$ cat config.mk
export PLATFORM = sky130hd
export DESIGN_NAME = round_control
export DESIGN_NICKNAME = d
export VERILOG_FILES = /design/src/rtl/duckhunt_pkg.sv /design/src/rtl/shot_counter.sv /design/src/rtl/round_control.sv
export SDC_FILE = /design/constraint.sdc
export NUM_CORES = 1
export LEC_CHECK = 0
export ABC_AREA = 1
export BUFFER_PORTS_ARGS = -buffer_cell sky130_fd_sc_hd__buf_4
export CAP_MARGIN = 10
export CORE_UTILIZATION = 52
export CTS_BUF_LIST = sky130_fd_sc_hd__clkbuf_4 sky130_fd_sc_hd__clkbuf_8
export DETAILED_ROUTE_END_ITERATION = 10
export PLACE_DENSITY_LB_ADDON = 0.3
export REMOVE_ABC_BUFFERS = 1
export SETUP_SLACK_MARGIN = 0.1
export SLEW_MARGIN = 20
export SYNTH_ARGS = -nofsm -noshare
export SYNTH_HDL_FRONTEND = slang
export SYNTH_HIERARCHICAL = 1
export SYNTH_SLANG_ARGS = --single-unit
export TNS_END_PERCENT = 1
$ cat constraint.sdc
create_clock -name Clk -period 2 [get_ports Clk]
set_clock_uncertainty 0.05 [all_clocks]
set_input_delay 0.4 -clock Clk [delete_from_list [all_inputs] [get_ports Clk]]
set_output_delay 0.4 -clock Clk [all_outputs]
set_load 0.02 [all_outputs]
$ cat src/rtl/duckhunt_pkg.sv
// Shared types for the Duck Hunt round sequencer: FSM state enum, display codes, saturating add.
package duckhunt_pkg;

    typedef enum logic [3:0] {
        ST_IDLE      = 4'd0,
        ST_SPAWN     = 4'd1,
        ST_FLY       = 4'd2,
        ST_ESCAPE    = 4'd3,
        ST_FALL      = 4'd4,
        ST_NEXT      = 4'd5,
        ST_ROUND_END = 4'd6,
        ST_DONE      = 4'd7
    } state_t;

    // Display codes consumed by the sprite mux; FLY, ESCAPE and NEXT share one code.
    localparam logic [2:0] DISP_IDLE      = 3'b000;
    localparam logic [2:0] DISP_SPAWN     = 3'b001;
    localparam logic [2:0] DISP_FLY       = 3'b010;
    localparam logic [2:0] DISP_DONE      = 3'b011;
    localparam logic [2:0] DISP_FALL      = 3'b100;
    localparam logic [2:0] DISP_ROUND_END = 3'b101;

    // a + b clamped to the all-ones value of a w-bit field (w <= 32).
    function automatic logic [31:0] sat_add(input logic [31:0] a, input logic [31:0] b,
                                            input int unsigned w);
        logic [32:0] sum;
        logic [32:0] max;
        sum = {1'b0, a} + {1'b0, b};
        max = (33'd1 << w) - 33'd1;
        return (sum > max) ? max[31:0] : sum[31:0];
    endfunction

endpackage

$ cat src/rtl/shot_counter.sv
// Loadable down-counter with zero flag; holds at zero instead of wrapping.
// Latency: count updates on the edge after clr/load/dec. No backpressure.
// Priority: clr > load > dec.
module shot_counter
    import duckhunt_pkg::*;
#(
    parameter int W = 2
) (
    input  logic         Clk,
    input  logic         Reset,
    input  logic         clr,
    input  logic         load,
    input  logic [W-1:0] load_val,
    input  logic         dec,
    output logic [W-1:0] count,
    output logic         zero
);

    always_ff @(posedge Clk) begin
        if (Reset || clr) begin
            count <= '0;
        end else if (load) begin
            count <= load_val;
        end else if (dec && (count != '0)) begin
            count <= count - W'(1);
        end
    end

    assign zero = (count == '0);

endmodule

$ cat src/rtl/round_control.sv
// Duck Hunt game sequencer: rounds of ducks, shot/hit/round/score counters, game-over detection.
// Latency: Moore outputs, start -> new_duck in 1 cycle. No backpressure; inputs are level/pulse flags.
// Optional PERFECT_BONUS_EN adds BONUS to the score on a perfect round and exposes bonus_pulse.
module round_control
    import duckhunt_pkg::*;
#(
    parameter int DUCKS_PER_ROUND = 2,
    parameter int SHOTS_PER_DUCK  = 3,
    parameter int ROUNDS_MAX      = 10,
    parameter int PASS_HITS       = 1,
    parameter int SCORE_W         = 12,
    parameter int BONUS           = 10
) (
    input  logic                                   Clk,
    input  logic                                   Reset,
    input  logic                                   start,
    input  logic                                   trigger,
    input  logic                                   bird_shot,
    input  logic                                   flew_away,
    input  logic                                   duck_ded_done,
    output logic [2:0]                             state,
    output logic                                   new_duck,
    output logic                                   round_start,
    output logic [$clog2(SHOTS_PER_DUCK+1)-1:0]    shots_left,
    output logic [$clog2(DUCKS_PER_ROUND)+1-1:0]   duck_idx,
    output logic [$clog2(DUCKS_PER_ROUND+1)-1:0]   round_hits,
    output logic [$clog2(ROUNDS_MAX+1)-1:0]        round_num,
    output logic [SCORE_W-1:0]                     total_score,
    output logic                                   game_over,
`ifdef PERFECT_BONUS_EN
    output logic                                   bonus_pulse,
`endif
    output logic                                   game_won
);

    localparam int SHOT_W = $clog2(SHOTS_PER_DUCK+1);
    localparam int HIT_W  = $clog2(DUCKS_PER_ROUND+1);
    localparam int RND_W  = $clog2(ROUNDS_MAX+1);
    localparam int DUCK_W = $clog2(DUCKS_PER_ROUND)+1;

    if (PASS_HITS > DUCKS_PER_ROUND || BONUS < 0 || SCORE_W > 32) begin : g_bad_cfg
        $error("round_control: invalid parameter combination");
    end

    state_t st, st_nxt;
    logic   shots_zero;
    logic   last_duck, last_round, round_pass;

    assign last_duck  = (int'(duck_idx) == DUCKS_PER_ROUND-1);
    assign last_round = (int'(round_num) == ROUNDS_MAX);
    assign round_pass = (int'(round_hits) >= PASS_HITS);

    shot_counter #(.W(SHOT_W)) u_shots (
        .Clk      (Clk),
        .Reset    (Reset),
        .clr      (st == ST_IDLE),
        .load     (st == ST_SPAWN),
        .load_val (SHOT_W'(SHOTS_PER_DUCK)),
        .dec      ((st == ST_FLY) && trigger),
        .count    (shots_left),
        .zero     (shots_zero)
    );

    always_comb begin
        st_nxt = st;
        case (st)
            ST_IDLE:      if (start) st_nxt = ST_SPAWN;
            ST_SPAWN:     st_nxt = ST_FLY;
            ST_FLY: begin
                if (bird_shot)       st_nxt = ST_FALL;
                else if (flew_away)  st_nxt = ST_NEXT;
                else if (shots_zero) st_nxt = ST_ESCAPE;
            end
            ST_ESCAPE:    if (flew_away) st_nxt = ST_NEXT;
            ST_FALL:      if (duck_ded_done) st_nxt = ST_NEXT;
            ST_NEXT:      st_nxt = last_duck ? ST_ROUND_END : ST_SPAWN;
            ST_ROUND_END: st_nxt = (!round_pass || last_round) ? ST_DONE : ST_SPAWN;
            ST_DONE:      if (start) st_nxt = ST_IDLE;
            default:      st_nxt = ST_IDLE;
        endcase
    end

    always_ff @(posedge Clk) begin
        if (Reset) begin
            st          <= ST_IDLE;
            duck_idx    <= '0;
            round_hits  <= '0;
            round_num   <= '0;
            total_score <= '0;
            game_won    <= 1'b0;
        end else begin
            st <= st_nxt;
            case (st)
                ST_IDLE: begin
                    duck_idx    <= '0;
                    round_hits  <= '0;
                    total_score <= '0;
                    game_won    <= 1'b0;
                    round_num   <= start ? RND_W'(1) : '0;
                end
                ST_FLY: begin
                    if (bird_shot) begin
                        round_hits  <= round_hits + HIT_W'(1);
                        total_score <= SCORE_W'(sat_add(32'(total_score), 32'd1, SCORE_W));
                    end
                end
                ST_NEXT: begin
                    if (!last_duck) duck_idx <= duck_idx + DUCK_W'(1);
                end
                ST_ROUND_END: begin
`ifdef PERFECT_BONUS_EN
                    if (int'(round_hits) == DUCKS_PER_ROUND)
                        total_score <= SCORE_W'(sat_add(32'(total_score), 32'(BONUS), SCORE_W));
`endif
                    if (!round_pass) begin
                        game_won <= 1'b0;
                    end else if (last_round) begin
                        game_won <= 1'b1;
                    end else begin
                        round_num  <= round_num + RND_W'(1);
                        duck_idx   <= '0;
                        round_hits <= '0;
                    end
                end
                ST_DONE: begin
                    if (start) game_won <= 1'b0;
                end
                default: ;
            endcase
        end
    end

    always_comb begin
        state = DISP_IDLE;
        case (st)
            ST_SPAWN:                    state = DISP_SPAWN;
            ST_FLY, ST_ESCAPE, ST_NEXT:  state = DISP_FLY;
            ST_FALL:                     state = DISP_FALL;
            ST_ROUND_END:                state = DISP_ROUND_END;
            ST_DONE:                     state = DISP_DONE;
            default:                     state = DISP_IDLE;
        endcase
    end

    assign new_duck    = (st == ST_SPAWN);
    assign round_start = (st == ST_SPAWN) && (duck_idx == '0);
    assign game_over   = (st == ST_DONE);
`ifdef PERFECT_BONUS_EN
    assign bonus_pulse = (st == ST_ROUND_END) && (int'(round_hits) == DUCKS_PER_ROUND);
`endif

endmodule

Yosys cells after proc, flatten, opt, wreduce, memory -nomap -nowiden
Cells that the tools add are included.

Register bits: 27.

Add/sub/neg operators: 5. Magnitude comparators: 2. Equality and inequality tests: 19. Muxes and demuxes: 30. Reductions and logical operators: 23.

Operator list (count): $mux 4 (9); $pmux 4 s8 (1); $mux 12 (2); $pmux 12 s2 (1); $eq 4x3->1 const B (4); $ne 2x2->1 const B (8); $pmux 3 s5 (1); $add 12x1->13 const B (1); $gt 13x12->1 const B (1); $mux 2 (6); $pmux 2 s3 (2); $reduce_bool 3->1 (3); $eq 4x2->1 const B (2); $pmux 4 s2 (1); $reduce_and 4->1 (2); $reduce_bool 2->1 (4); $mux 3 (2); $reduce_and 3->1 (2); $reduce_and 5->1 (1); $add 2x1->2 const B (2); $add 4x1->4 const B (1); $eq 4x1->1 const B (1); $eq 4x4->1 const B (1); $logic_not 2->1 (2); other kinds (13) (19).

Depth between registers and ports, before layout
Gate-level depths: netlist (run 1).

Depth after elaboration: 5. Gate-level depth with buffers: 13.

Modules after synthesis
Netlist (run 1), hierarchy kept.

Modules (own cells, without submodules): round_control (times used 1, cells an instance 279, area an instance 1855.5 um^2, sequential area each 480.5 um^2); shot_counter (times used 1, cells an instance 25, area an instance 140.1 um^2, sequential area each 40.0 um^2).

Least setup slack after synthesis (run 1)
OpenSTA, ideal clock, no wires.

Path kind: register -> register. From: register total_score[0]. To: register total_score[0]. Library setup time: 69 ps. Data arrival time: 1941 ps. Path slack: -60 ps. Stages on the path, launching flop included: 12. Cell sequence: dfxtp_1 inv_2 ha_1 or2_2 nor2_1 nand3_1 nor2_2 nand2_2 buf_6 nand3_2 nand2_2 a21oi_2.

Longest elaborated chain between the ends: 5.

Ends and longest elaborated chain: start, declared (line round_control.sv:28) `output logic [SCORE_W-1:0] total_score,`; start signal, assigned (line round_control.sv:104) `total_score <= SCORE_W'(sat_add(32'(total_score), 32'd1, SCORE_W));`; $add 12x1->13 (*) (line duckhunt_pkg.sv:28) `sum = {1'b0, a} + {1'b0, b};`; $gt 13x12->1 (line duckhunt_pkg.sv:30) `return (sum > max) ? max[31:0] : sum[31:0];`; $mux 12 (*) (line duckhunt_pkg.sv:30); $mux 12 (*) (line round_control.sv:102) `if (bird_shot) begin`; $pmux 12 s2 (*) (line round_control.sv:93) `case (st)`.

Every way passes the cells marked *; elsewhere a longest branch is shown, timed or not. The select of a mux whose other input is x is not followed. A chain may end at the register's enable or synchronous reset.

Worst setup path after layout (run 1)
From: register total_score[1]. To: register total_score[9].

The elaborated chain is that of the path after synthesis.

==> flow_summary.json, run 1 <==
{
  "outcome": "finished, final reports clean",
  "detailroute.via_count": 1972,
  "clock_tree.buffer_depth": 2,
  "syn-cell-area_mm2": 0.001996,
  "post_dp_cell_area_mm2": 0.002346,
  "maximum_number_of_pins_on_one_net_before_global_route_repair": 24,
  "route.met3.wl_um": 179,
  "post-synth-top-area-cell": "sky130_fd_sc_hd__dfxtp_1",
  "htree_num_levels": 1,
  "routedWlPerCell_um": 10.87,
  "max_freq_ghz": 0.5346,
  "wl_met1_um": 1942,
  "final_core_utilization": 0.6808,
  "crit_type": "reg -> reg",
  "max_cap_viol_count": 0,
  "antenna_found_initial": 0,
  "hold_depth": 3,
  "grt_first_pass_wirelength_um": 7286,
  "vias_in_the_first_global_route": 1774,
  "dp.final_hpwl_um": 3226,
  "place.detailed.instances": 391,
  "cts_tree": "yes",
  "first_iter_violations": 108,
  "met2_wirelength_um": 2192,
  "number_of_clock_sinks_seen_by_cts": 26,
  "pins_over_slew_limit": 0,
  "reg2reg_setup_slack_ns": 0.13,
  "synth_cell_type_count": 32,
  "cp-end-kind": "flip-flop",
  "grt_use_total": 0.2204,
  "fp.dieH_um": 63.95,
  "worst_setup_path_start_kind": "flip-flop",
  "die_x_um": 63.95,
  "place.port_buffers": 35,
  "netlist_instances": 304,
  "unrepaired_setup_endpoints_after_global_routing": "yes",
  "postSynthRegisterBits": 26,
  "cts.reportedPaths.clkPinSlew_ns": 0.09,
  "reg2regPathDepth": 11,
  "layout.cells.non_filler": 400,
  "worst_ir_drop_vdd_mv": 0.6161,
  "clock_insertion_delay_worst_skew_ns": 0.27,
  "top_layer": "met4",
  "total_core_area_mm2": 0.003661,
  "detailedPlace.worstSlack_ns": -0.05526,
  "postCtsHoldBufs": 0,
  "syn_avg_cell_area_um2": 6.565,
  "post_drt_via_cell_ratio": 4.930,
  "finalWirelength_um": 4346,
  "timing.final.setup_violations": 0,
  "seq_area_frac_synth": 0.2608,
  "cts-buffers-inserted": 3,
  "drt.antenna.violating_nets": 0,
  "finalNetCount": 368,
  "num_antenna_cells": 0,
  "synth.yosys.warnings": 6,
  "final-seq-area_um2": 526.8,
  "cts_root_buffer_type": "sky130_fd_sc_hd__clkbuf_8",
  "final_design_area_no_fill_mm2": 0.002492,
  "fin_crit_sh": 0.9352,
  "power.density_mw_per_mm2": 905.9,
  "detail_route.drc_violations": 0,
  "pin_count": 36,
  "synth.area.top_cells": "sky130_fd_sc_hd__dfxtp_1 (26%), sky130_fd_sc_hd__nand2_1 (14%), sky130_fd_sc_hd__inv_1 (9.4%), sky130_fd_sc_hd__nor2_1 (6.6%), sky130_fd_sc_hd__nand3_2 (6.0%)",
  "post_route_cells_drive_above_1_share": 0.3210,
  "die-area_mm2": 0.004090,
  "final.setup.tns_ns": 0,
  "leakage_nw": 1.304,
  "synth_top_cell_area_share": 0.2608,
  "grt-ovfl-total": 0,
  "final.min_clock_period_ns": 1.870,
  "area_of_the_multi_input_gates_mm2": 0.001280,
  "number_of_fillers_in_the_final_layout": 336,
  "rows": 22,
  "cp.arrival_ns": 2.03,
  "area_delta_synth_final_pct": 24.89,
  "holdCritPathClass": "in -> reg",
  "final_critical_path_setup_slack_ns": 0.1295,
  "timing_hold_violations_final": 0,
  "fin_worst_hold_slack_ns": 0.3784,
  "floorplan.initialDensity": 0.5451,
  "pnr_total_power_mw": 2.258,
  "routabilityCongestion": 0.8488,
  "drt_pre_antenna_iters": 4,
  "crit_path_max_fanout": 6,
  "critPathRequiredTime_ns": 2.16
}
==> cell families (layout without fill, tap and decap cells) <==
| group | count (synthesis) | after routing | synth area share |
|---|---|---|---|
| AOI/OAI and AO/OA | 39 | 39 | 0.1216 |
| xor gates and xnor gates | 1 | 1 | 0.004390 |
| adders and majority gates | 8 | 8 | 0.05016 |
| buffers and inverters | 61 | 107 | 0.1273 |
| DFF | 26 | 26 | 0.2608 |
| other | 1 | 2 | 0.001879 |
| and+or+nand+nor | 168 | 169 | 0.4339 |
==> worst max-delay path, cell delays in order (launching register included) <==
cell	delay [ns]
sky130_fd_sc_hd__dfxtp_2	0.38
sky130_fd_sc_hd__ha_2	0.23
sky130_fd_sc_hd__nand3_1	0.13
sky130_fd_sc_hd__nand2_1	0.10
sky130_fd_sc_hd__nand2_1	0.12
sky130_fd_sc_hd__nor2_2	0.14
sky130_fd_sc_hd__nand3_2	0.11
sky130_fd_sc_hd__nor2_4	0.18
sky130_fd_sc_hd__nand2_4	0.10
sky130_fd_sc_hd__nand3_1	0.08
sky130_fd_sc_hd__nand2_1	0.06
sky130_fd_sc_hd__a21oi_2	0.11
==> layer usage <==
| layer | up-vias | GRT usage |
|---|---|---|
| li1 | 1039 | - |
| met1 | 883 | 0.2691 |
| met2 | 46 | 0.4016 |
| met3 | 4 | 0.02321 |
| met4 | 0 | 0.06534 |
| met5 | - | 0 |
==> what timing repair did <==
action                                  in CTS  in global routing
endpoints found under the setup margin      12                 16
buffers inserted                             0                  4
pin swaps                                    1                  3
resized for setup                            5                  9
cloned                                       1                  0
endpoints found under the hold margin        0                  0
==> sequential cells by signal, summed over array words and instances, names as in the netlist <==
name and count:
u_shots/count 2, round_num 4, round_hits 2, game_won 1, duck_idx 2, total_score 12
st 3
==> final timing paths <==
path,startpoint,to
max,total_score[1],total_score[9]
min,start,round_num[0]
max reg2reg,total_score[1],total_score[9]
min reg2reg,game_won,game_won
==> cells in the final DEF (no fill, tap or decap), drive strengths merged <==
| cell | synthesis | routed |
|---|---|---|
| a211oi | 3 | 3 |
| a21oi | 20 | 20 |
| a31oi | 1 | 1 |
| buf | 3 | 49 |
| clkbuf | 4 | 4 |
| clkinv | 1 | 1 |
| conb | 1 | 2 |
| dfxtp | 26 | 26 |
| ha | 8 | 8 |
| inv | 53 | 53 |
| nand2 | 91 | 92 |
| nand3 | 23 | 23 |
| nand3b | 3 | 3 |
| nand4 | 7 | 7 |
| nor2 | 42 | 42 |
| o21ai | 14 | 14 |
| o22ai | 1 | 1 |
| or2 | 2 | 2 |
| xnor2 | 1 | 1 |
==> final cells by class <==
| cell class | instances | share of cell area |
|---|---|---|
| Tap cell | 48 | 0.02410 |
| Inverter | 54 | 0.08133 |
| Multi-Input combinational cell | 219 | 0.5136 |
| Sequential cell | 26 | 0.2113 |
| Timing Repair Buffer | 49 | 0.1476 |
| Clock buffer | 4 | 0.02209 |
==> cells in the mapped netlist, drive strengths merged <==
master / instances
nand2: 91
inv: 53
nor2: 42
dfxtp: 26
nand3: 23
a21oi: 20
o21ai: 14
ha: 8
nand4: 7
clkbuf: 4
a211oi: 3
buf: 3
nand3b: 3
or2: 2
a31oi: 1
clkinv: 1
conb: 1
o22ai: 1
xnor2: 1
==> report_power, final <==
group	internal, mW	switching (mW)	leakage [nW]	total, mW
clock	0.176	0.161	0.0288	0.337
combinational	0.491	0.757	1.06	1.25
sequential	0.602	0.0711	0.213	0.673
No activity file was read; power rests on OpenSTA's default activity.
==> inputs of run 2 (changes only) <==
ABC_AREA = unset   (was 1)
CORE_UTILIZATION = 51   (was 52)
==> flow_summary.json, run 2 <==
{
  "syn-cell-area_mm2": 0.001745,
  "antenna_found_initial": 0,
  "most_common_cell_after_layout_fill_and_taps_aside": "sky130_fd_sc_hd__buf_4",
  "cts_tree": "yes",
  "cts.reportedPaths.clkPinSlew_ns": 0.15,
  "detail_route.drc_violations": 0,
  "rows": 20,
  "unrepaired_setup_endpoints_after_global_routing": "yes",
  "drt_pre_antenna_iters": 4,
  "crit_type": "reg -> out",
  "post_drt_via_cell_ratio": 5.728,
  "min_to": "round_num[0]",
  "area_of_the_multi_input_gates_mm2": 0.001105,
  "number_of_fillers_in_the_final_layout": 276,
  "crit_path_max_fanout": 19,
  "layout_common_cells": "sky130_fd_sc_hd__buf_4 (46), sky130_fd_sc_hd__dfxtp_1 (23), sky130_fd_sc_hd__a21oi_1 (21), sky130_fd_sc_hd__nand2_1 (18), sky130_fd_sc_hd__nor2_1 (18)",
  "final.setup.tns_ns": 0,
  "critical_path_depth": 5,
  "number_of_enable_flip_flop_cells_after_synthesis": 0,
  "grt_use_total": 0.2394,
  "drt.antenna.violating_nets": 0,
  "netlist_instances": 218,
  "worst_ir_drop_vdd_mv": 0.4807,
  "detailroute.via_count": 1747,
  "cp-end-kind": "output port",
  "ys_top_cells_by_count": "sky130_fd_sc_hd__dfxtp_1 (26), sky130_fd_sc_hd__a21oi_1 (21), sky130_fd_sc_hd__nor2_1 (19)",
  "floorplan.initialDensity": 0.5536,
  "clock_tree.buffer_depth": 2,
  "critPathRequiredTime_ns": 1.55,
  "vias_in_the_first_global_route": 1450,
  "die_x_um": 60.50,
  "pin_count": 36,
  "cts_root_buffer_type": "sky130_fd_sc_hd__clkbuf_4",
  "max_flop_register": "total_score",
  "worst_path_most_repeated_cell": "sky130_fd_sc_hd__buf_4",
  "leakage_nw": 0.8893,
  "r2r-end": "round_num[3]",
  "routedWlPerCell_um": 13.27,
  "finalNetCount": 277,
  "largest_registers": "total_score: 12 flops, round_num: 4 flops, st: 3 flops",
  "postSynthRegisterBits": 26,
  "dp.final_hpwl_um": 2800,
  "cts-buffers-inserted": 3,
  "grt-ovfl-total": 0,
  "route.met3.wl_um": 266,
  "total_core_area_mm2": 0.003153,
  "hold_depth": 3,
  "number_of_clock_sinks_seen_by_cts": 26,
  "die-area_mm2": 0.003660,
  "htree_num_levels": 1,
  "async_flop_share": 0,
  "fp.dieH_um": 60.50,
  "grt_first_pass_wirelength_um": 6624,
  "place.port_buffers": 35,
  "synth_top_cell_area_share": 0.2982,
  "synth_flop_cell": "sky130_fd_sc_hd__dfxtp_1",
  "num_antenna_cells": 0,
  "synth.yosys.warnings": 6,
  "post_route_cells_drive_above_1_share": 0.2759,
  "layout.cells.non_filler": 305,
  "fin_crit_sh": 0.9417,
  "finalWirelength_um": 4047,
  "largest_register_ffs": 12,
  "reg2reg_setup_slack_ns": 0.20,
  "outcome": "finished, final reports clean",
  "regToRegStartpoint": "round_num[0]",
  "place.detailed.instances": 297,
  "synth_cell_type_count": 55,
  "routabilityCongestion": 0.8394,
  "post-synth-top-count-cell": "sky130_fd_sc_hd__dfxtp_1",
  "first_iter_violations": 114,
  "clock_insertion_delay_worst_skew_ns": 0.34,
  "timing_hold_violations_final": 0,
  "final.min_clock_period_ns": 1.883,
  "maximum_number_of_pins_on_one_net_before_global_route_repair": 29,
  "reg2regPathDepth": 7,
  "worst_setup_path_start_kind": "flip-flop",
  "syn_avg_cell_area_um2": 8.007,
  "top_layer": "met4",
  "pins_over_slew_limit": 0,
  "cp_top_family": "buffers and inverters",
  "start_point_of_the_worst_min_delay_path": "start",
  "post-synth-top-area-cell": "sky130_fd_sc_hd__dfxtp_1",
  "area_delta_synth_final_pct": 23.15,
  "final-seq-area_um2": 524.3,
  "critical_path.slowest_cell": "sky130_fd_sc_hd__dfxtp_2",
  "timing.final.setup_violations": 0,
  "wl_met1_um": 1890,
  "crit_path_cell_trace": "buf_6, nor3_4, buf_4, a21o_1, buf_4",
  "buffer_and_inverter_count_on_the_worst_path": 3,
  "met2_wirelength_um": 1844,
  "seq_area_frac_synth": 0.2982,
  "max_cap_viol_count": 0,
  "slowest_delay_ns": 0.41,
  "cp.arrival_ns": 1.43,
  "holdCritPathClass": "in -> reg",
  "max_freq_ghz": 0.5309,
  "power.density_mw_per_mm2": 1003,
  "synth.area.top_cells": "sky130_fd_sc_hd__dfxtp_1 (30%), sky130_fd_sc_hd__a21oi_1 (6.0%), sky130_fd_sc_hd__ha_1 (5.7%), sky130_fd_sc_hd__o21ai_0 (4.6%), sky130_fd_sc_hd__nor2_1 (4.1%)"
}
## run 2: per-stage QoR
step | worst slack, ns | instance area, um2 | total power [mW] | utilization | hold slack (ns)
after floorplan | -0.1276 | 1673 | 1.395 | - | 0.4189
after CTS | 0.1103 | 2115 | 2.058 | 0.6706 | 0.2946
after detailed placement | 0.1533 | 2058 | 1.751 | 0.6528 | 0.3979
after global routing | 0.004149 | 2150 | 2.301 | 0.6817 | 0.3258
after global placement | 0.2472 | 2058 | 1.733 | 0.6528 | 0.3979
final | 0.1166 | 2150 | 2.155 | 0.6817 | 0.3131
## run 2: cell type report
class / instances / area share
well taps: 44 / 0.02561
clock buffers: 4 / 0.01688
multi-input cells: 168 / 0.5140
inverters: 15 / 0.02852
repair buffers: 48 / 0.1711
flip-flops and latches: 26 / 0.2439
## run 2: cell families after synthesis
logic type      count (synthesis)  share of synthesized area
buf+inv                        25                    0.07885
simple gates                   91                     0.2961
other cells                     1                   0.002148
flops                          26                     0.2982
xor+xnor                        4                    0.02008
fa+ha+maj                       8                    0.05735
mux                             2                    0.01147
compound gates                 61                     0.2359
## run 2: worst max-delay path by stage
stage	startpoint	end
final	st[1]	state[0]
after global routing	st[0]	round_start
after CTS	st[2]	round_start
after detailed placement	round_num[0]	round_num[3]
after global placement	round_num[0]	round_num[3]
after floorplan	st[0]	round_start
## run 2: power breakdown
part	internal [mW]	leakage [nW]	switching, mW
sequential	0.571	0.211	0.0596
combinational	0.526	0.657	0.723
clock	0.112	0.0210	0.164
## run 2: routing by layer
layer / GRT usage / vias to the layer above
li1: - / 872
met2: 0.3768 / 62
met1: 0.3394 / 806
met5: 0 / -
met3: 0.04264 / 7
met4: 0.06169 / 0
## run 2: worst register-to-register path, cell delays in order, from the launching register on
cell	delay, ns
sky130_fd_sc_hd__dfxtp_1	0.44
sky130_fd_sc_hd__inv_1	0.08
sky130_fd_sc_hd__ha_1	0.19
sky130_fd_sc_hd__and3b_1	0.23
sky130_fd_sc_hd__o31ai_4	0.27
sky130_fd_sc_hd__nand4_1	0.17
sky130_fd_sc_hd__xor2_1	0.17
sky130_fd_sc_hd__nor3_1	0.13
## run 2: repair_timing
item / 4_1_cts / 5_1_grt
gates cloned: 0 / 0
resized for setup: 5 / 3
setup endpoints to repair: 2 / 11
hold buffers: 0 / 0
pin swaps: 0 / 2
setup buffers: 1 / 3
==> inputs of run 3 (changes only) <==
--- a/config.mk
+++ b/config.mk
@@ -11,4 +11,5 @@
 export CTS_BUF_LIST = sky130_fd_sc_hd__clkbuf_4 sky130_fd_sc_hd__clkbuf_8
 export DETAILED_ROUTE_END_ITERATION = 10
+export GPL_ROUTABILITY_DRIVEN = 0
 export PLACE_DENSITY_LB_ADDON = 0.3
 export REMOVE_ABC_BUFFERS = 1
==> constraint.sdc (replaced) <==
create_clock -name Clk -period 2 [get_ports Clk]
set_clock_uncertainty 0.05 [all_clocks]
set_input_delay 0.1 -clock Clk [delete_from_list [all_inputs] [get_ports Clk]]
set_output_delay 0.1 -clock Clk [all_outputs]
set_load 0.02 [all_outputs]
==> flow_summary.json, run 3 (same netlist as run 2, synthesis figures left out) <==
{
  "cts_tree": "yes",
  "reg2regPathDepth": 7,
  "cp-end-kind": "flip-flop",
  "hold_depth": 2,
  "dp.final_hpwl_um": 2859,
  "die_x_um": 60.50,
  "number_of_clock_sinks_seen_by_cts": 26,
  "clock_tree.buffer_depth": 2,
  "crit_path_cell_trace": "inv_1, ha_1, and3b_1, o31ai_4, nand4_1, xor2_1, nor3_1",
  "min_to": "round_num[1]",
  "total_core_area_mm2": 0.003153,
  "unrepaired_setup_endpoints_after_global_routing": "yes",
  "most_common_cell_after_layout_fill_and_taps_aside": "sky130_fd_sc_hd__buf_4",
  "detailroute.via_count": 1700,
  "met2_wirelength_um": 1771,
  "grt-ovfl-total": 0,
  "antenna_found_initial": 0,
  "setup.worst_path.start": "round_num[0]",
  "grt_use_total": 0.2309,
  "floorplan.initialDensity": 0.5536,
  "regToRegStartpoint": "round_num[0]",
  "place.port_buffers": 35,
  "vias_in_the_first_global_route": 1434,
  "num_antenna_cells": 0,
  "power_frac_seq": 0.311,
  "routedWlPerCell_um": 13.01,
  "pnr_total_power_mw": 2.053,
  "crit_path_max_fanout": 7,
  "fin_worst_hold_slack_ns": 0.08011,
  "area_delta_synth_final_pct": 21.72,
  "r2r-end": "round_num[3]",
  "max_cap_viol_count": 0,
  "drt.antenna.violating_nets": 0,
  "largest_registers": "total_score: 12 flops, round_num: 4 flops, st: 3 flops",
  "final.min_clock_period_ns": 1.773,
  "detailedPlace.worstSlack_ns": 0.1942,
  "cts_root_buffer_type": "sky130_fd_sc_hd__clkbuf_4",
  "drt_pre_antenna_iters": 4,
  "htree_num_levels": 1,
  "max_freq_ghz": 0.5641,
  "internal_cell_power_mw": 1.154,
  "slowest_delay_ns": 0.42,
  "final.setup.tns_ns": 0,
  "final_core_utilization": 0.6738,
  "route.met3.wl_um": 209,
  "clock_insertion_delay_worst_skew_ns": 0.32,
  "outcome": "finished, final reports clean",
  "reg2reg_setup_slack_ns": 0.23,
  "maximum_number_of_pins_on_one_net_before_global_route_repair": 29,
  "critPathRequiredTime_ns": 2.22,
  "layout_common_cells": "sky130_fd_sc_hd__buf_4 (43), sky130_fd_sc_hd__dfxtp_1 (24), sky130_fd_sc_hd__a21oi_1 (21), sky130_fd_sc_hd__nor2_1 (19), sky130_fd_sc_hd__nand2_1 (18)",
  "wl_met1_um": 1919,
  "share_comb_of_total_power": 0.556,
  "die-area_mm2": 0.003660,
  "top_layer": "met4",
  "fp.dieH_um": 60.50,
  "timing.final.setup_violations": 0,
  "max_flop_register": "total_score",
  "timing_hold_violations_final": 0,
  "post_drt_via_cell_ratio": 5.629,
  "grt_first_pass_wirelength_um": 6499,
  "critical_path.slowest_cell": "sky130_fd_sc_hd__dfxtp_1",
  "place.detailed.instances": 297,
  "start_point_of_the_worst_min_delay_path": "Reset",
  "final_critical_path_setup_slack_ns": 0.2274,
  "fin_crit_sh": 0.8863,
  "worst_ir_drop_vdd_mv": 0.5457,
  "crit_type": "reg -> reg",
  "first_iter_violations": 98,
  "worst_setup_path_start_kind": "flip-flop",
  "largest_register_ffs": 12,
  "cp.arrival_ns": 1.99,
  "cts_setup_buffers": 0,
  "leakage_nw": 0.8732,
  "pins_over_slew_limit": 0,
  "post_dp_cell_area_mm2": 0.002071,
  "finalWirelength_um": 3930,
  "detail_route.drc_violations": 0,
  "cts.reportedPaths.clkPinSlew_ns": 0.15,
  "finalNetCount": 274,
  "cts-buffers-inserted": 3,
  "rows": 20,
  "holdCritPathClass": "in -> reg",
  "pin_count": 36,
  "clkPwrFrac": 0.133,
  "post_route_cells_drive_above_1_share": 0.2558,
  "switching_fraction": 0.4381,
  "netSwitchingPower_mw": 0.8997,
  "final_design_area_no_fill_mm2": 0.002125,
  "power.density_mw_per_mm2": 966.5,
  "layout.cells.non_filler": 302
}
[run 3: worst max-delay path, delay by kind of cell, from the launching register on]
| family | cells | cell delay [ns] |
|---|---|---|
| fa+ha+maj | 1 | 0.19 |
| xor+xnor | 1 | 0.16 |
| simple gates | 3 | 0.50 |
| compound gates | 1 | 0.32 |
| flops | 1 | 0.42 |
| buf+inv | 1 | 0.08 |
[run 3: power groups by stage]
stage	clock, mW	sequential [mW]	combinational (mW)
finish	0.273	0.638	1.14
global route	0.309	0.647	1.25
CTS	0.278	0.631	1.14
detailed placement	0	0.642	1.13
global placement	0	0.639	1.12
floorplan	0	0.717	0.678
[run 3: worst max-delay path by stage]
stage / slack [ns] / cells past startpoint / endpoint
after floorplan: 0.02 / 4 / u_shots/count[0]
after global placement: 0.25 / 7 / round_num[3]
after detailed placement: 0.19 / 7 / round_num[3]
after CTS: 0.14 / 6 / round_start
after global routing: 0.1 / 7 / round_num[2]
final: 0.23 / 7 / round_num[3]
[run 3: layout make-up]
cell class              count  area, um2
clock buffers               4      36.28
fillers                   300       1028
inverters                  15      61.31
multi-input cells         168       1096
flip-flops and latches     26      523.0
well taps                  44      55.05
repair buffers             45      352.8
[run 3: per-layer routing]
metal / track usage / vias up
met5: 0 / -
met4: 0.05844 / 0
met3: 0.02559 / 4
met2: 0.3673 / 55
met1: 0.3333 / 779
li1: - / 862
[run 3: what timing repair did]
item | 4_1_cts | 5_1_grt
hold endpoints to repair | 1 | 0
gates resized for setup | 0 | 3
hold buffers | 1 | 0
endpoints found under the setup margin | 0 | 10
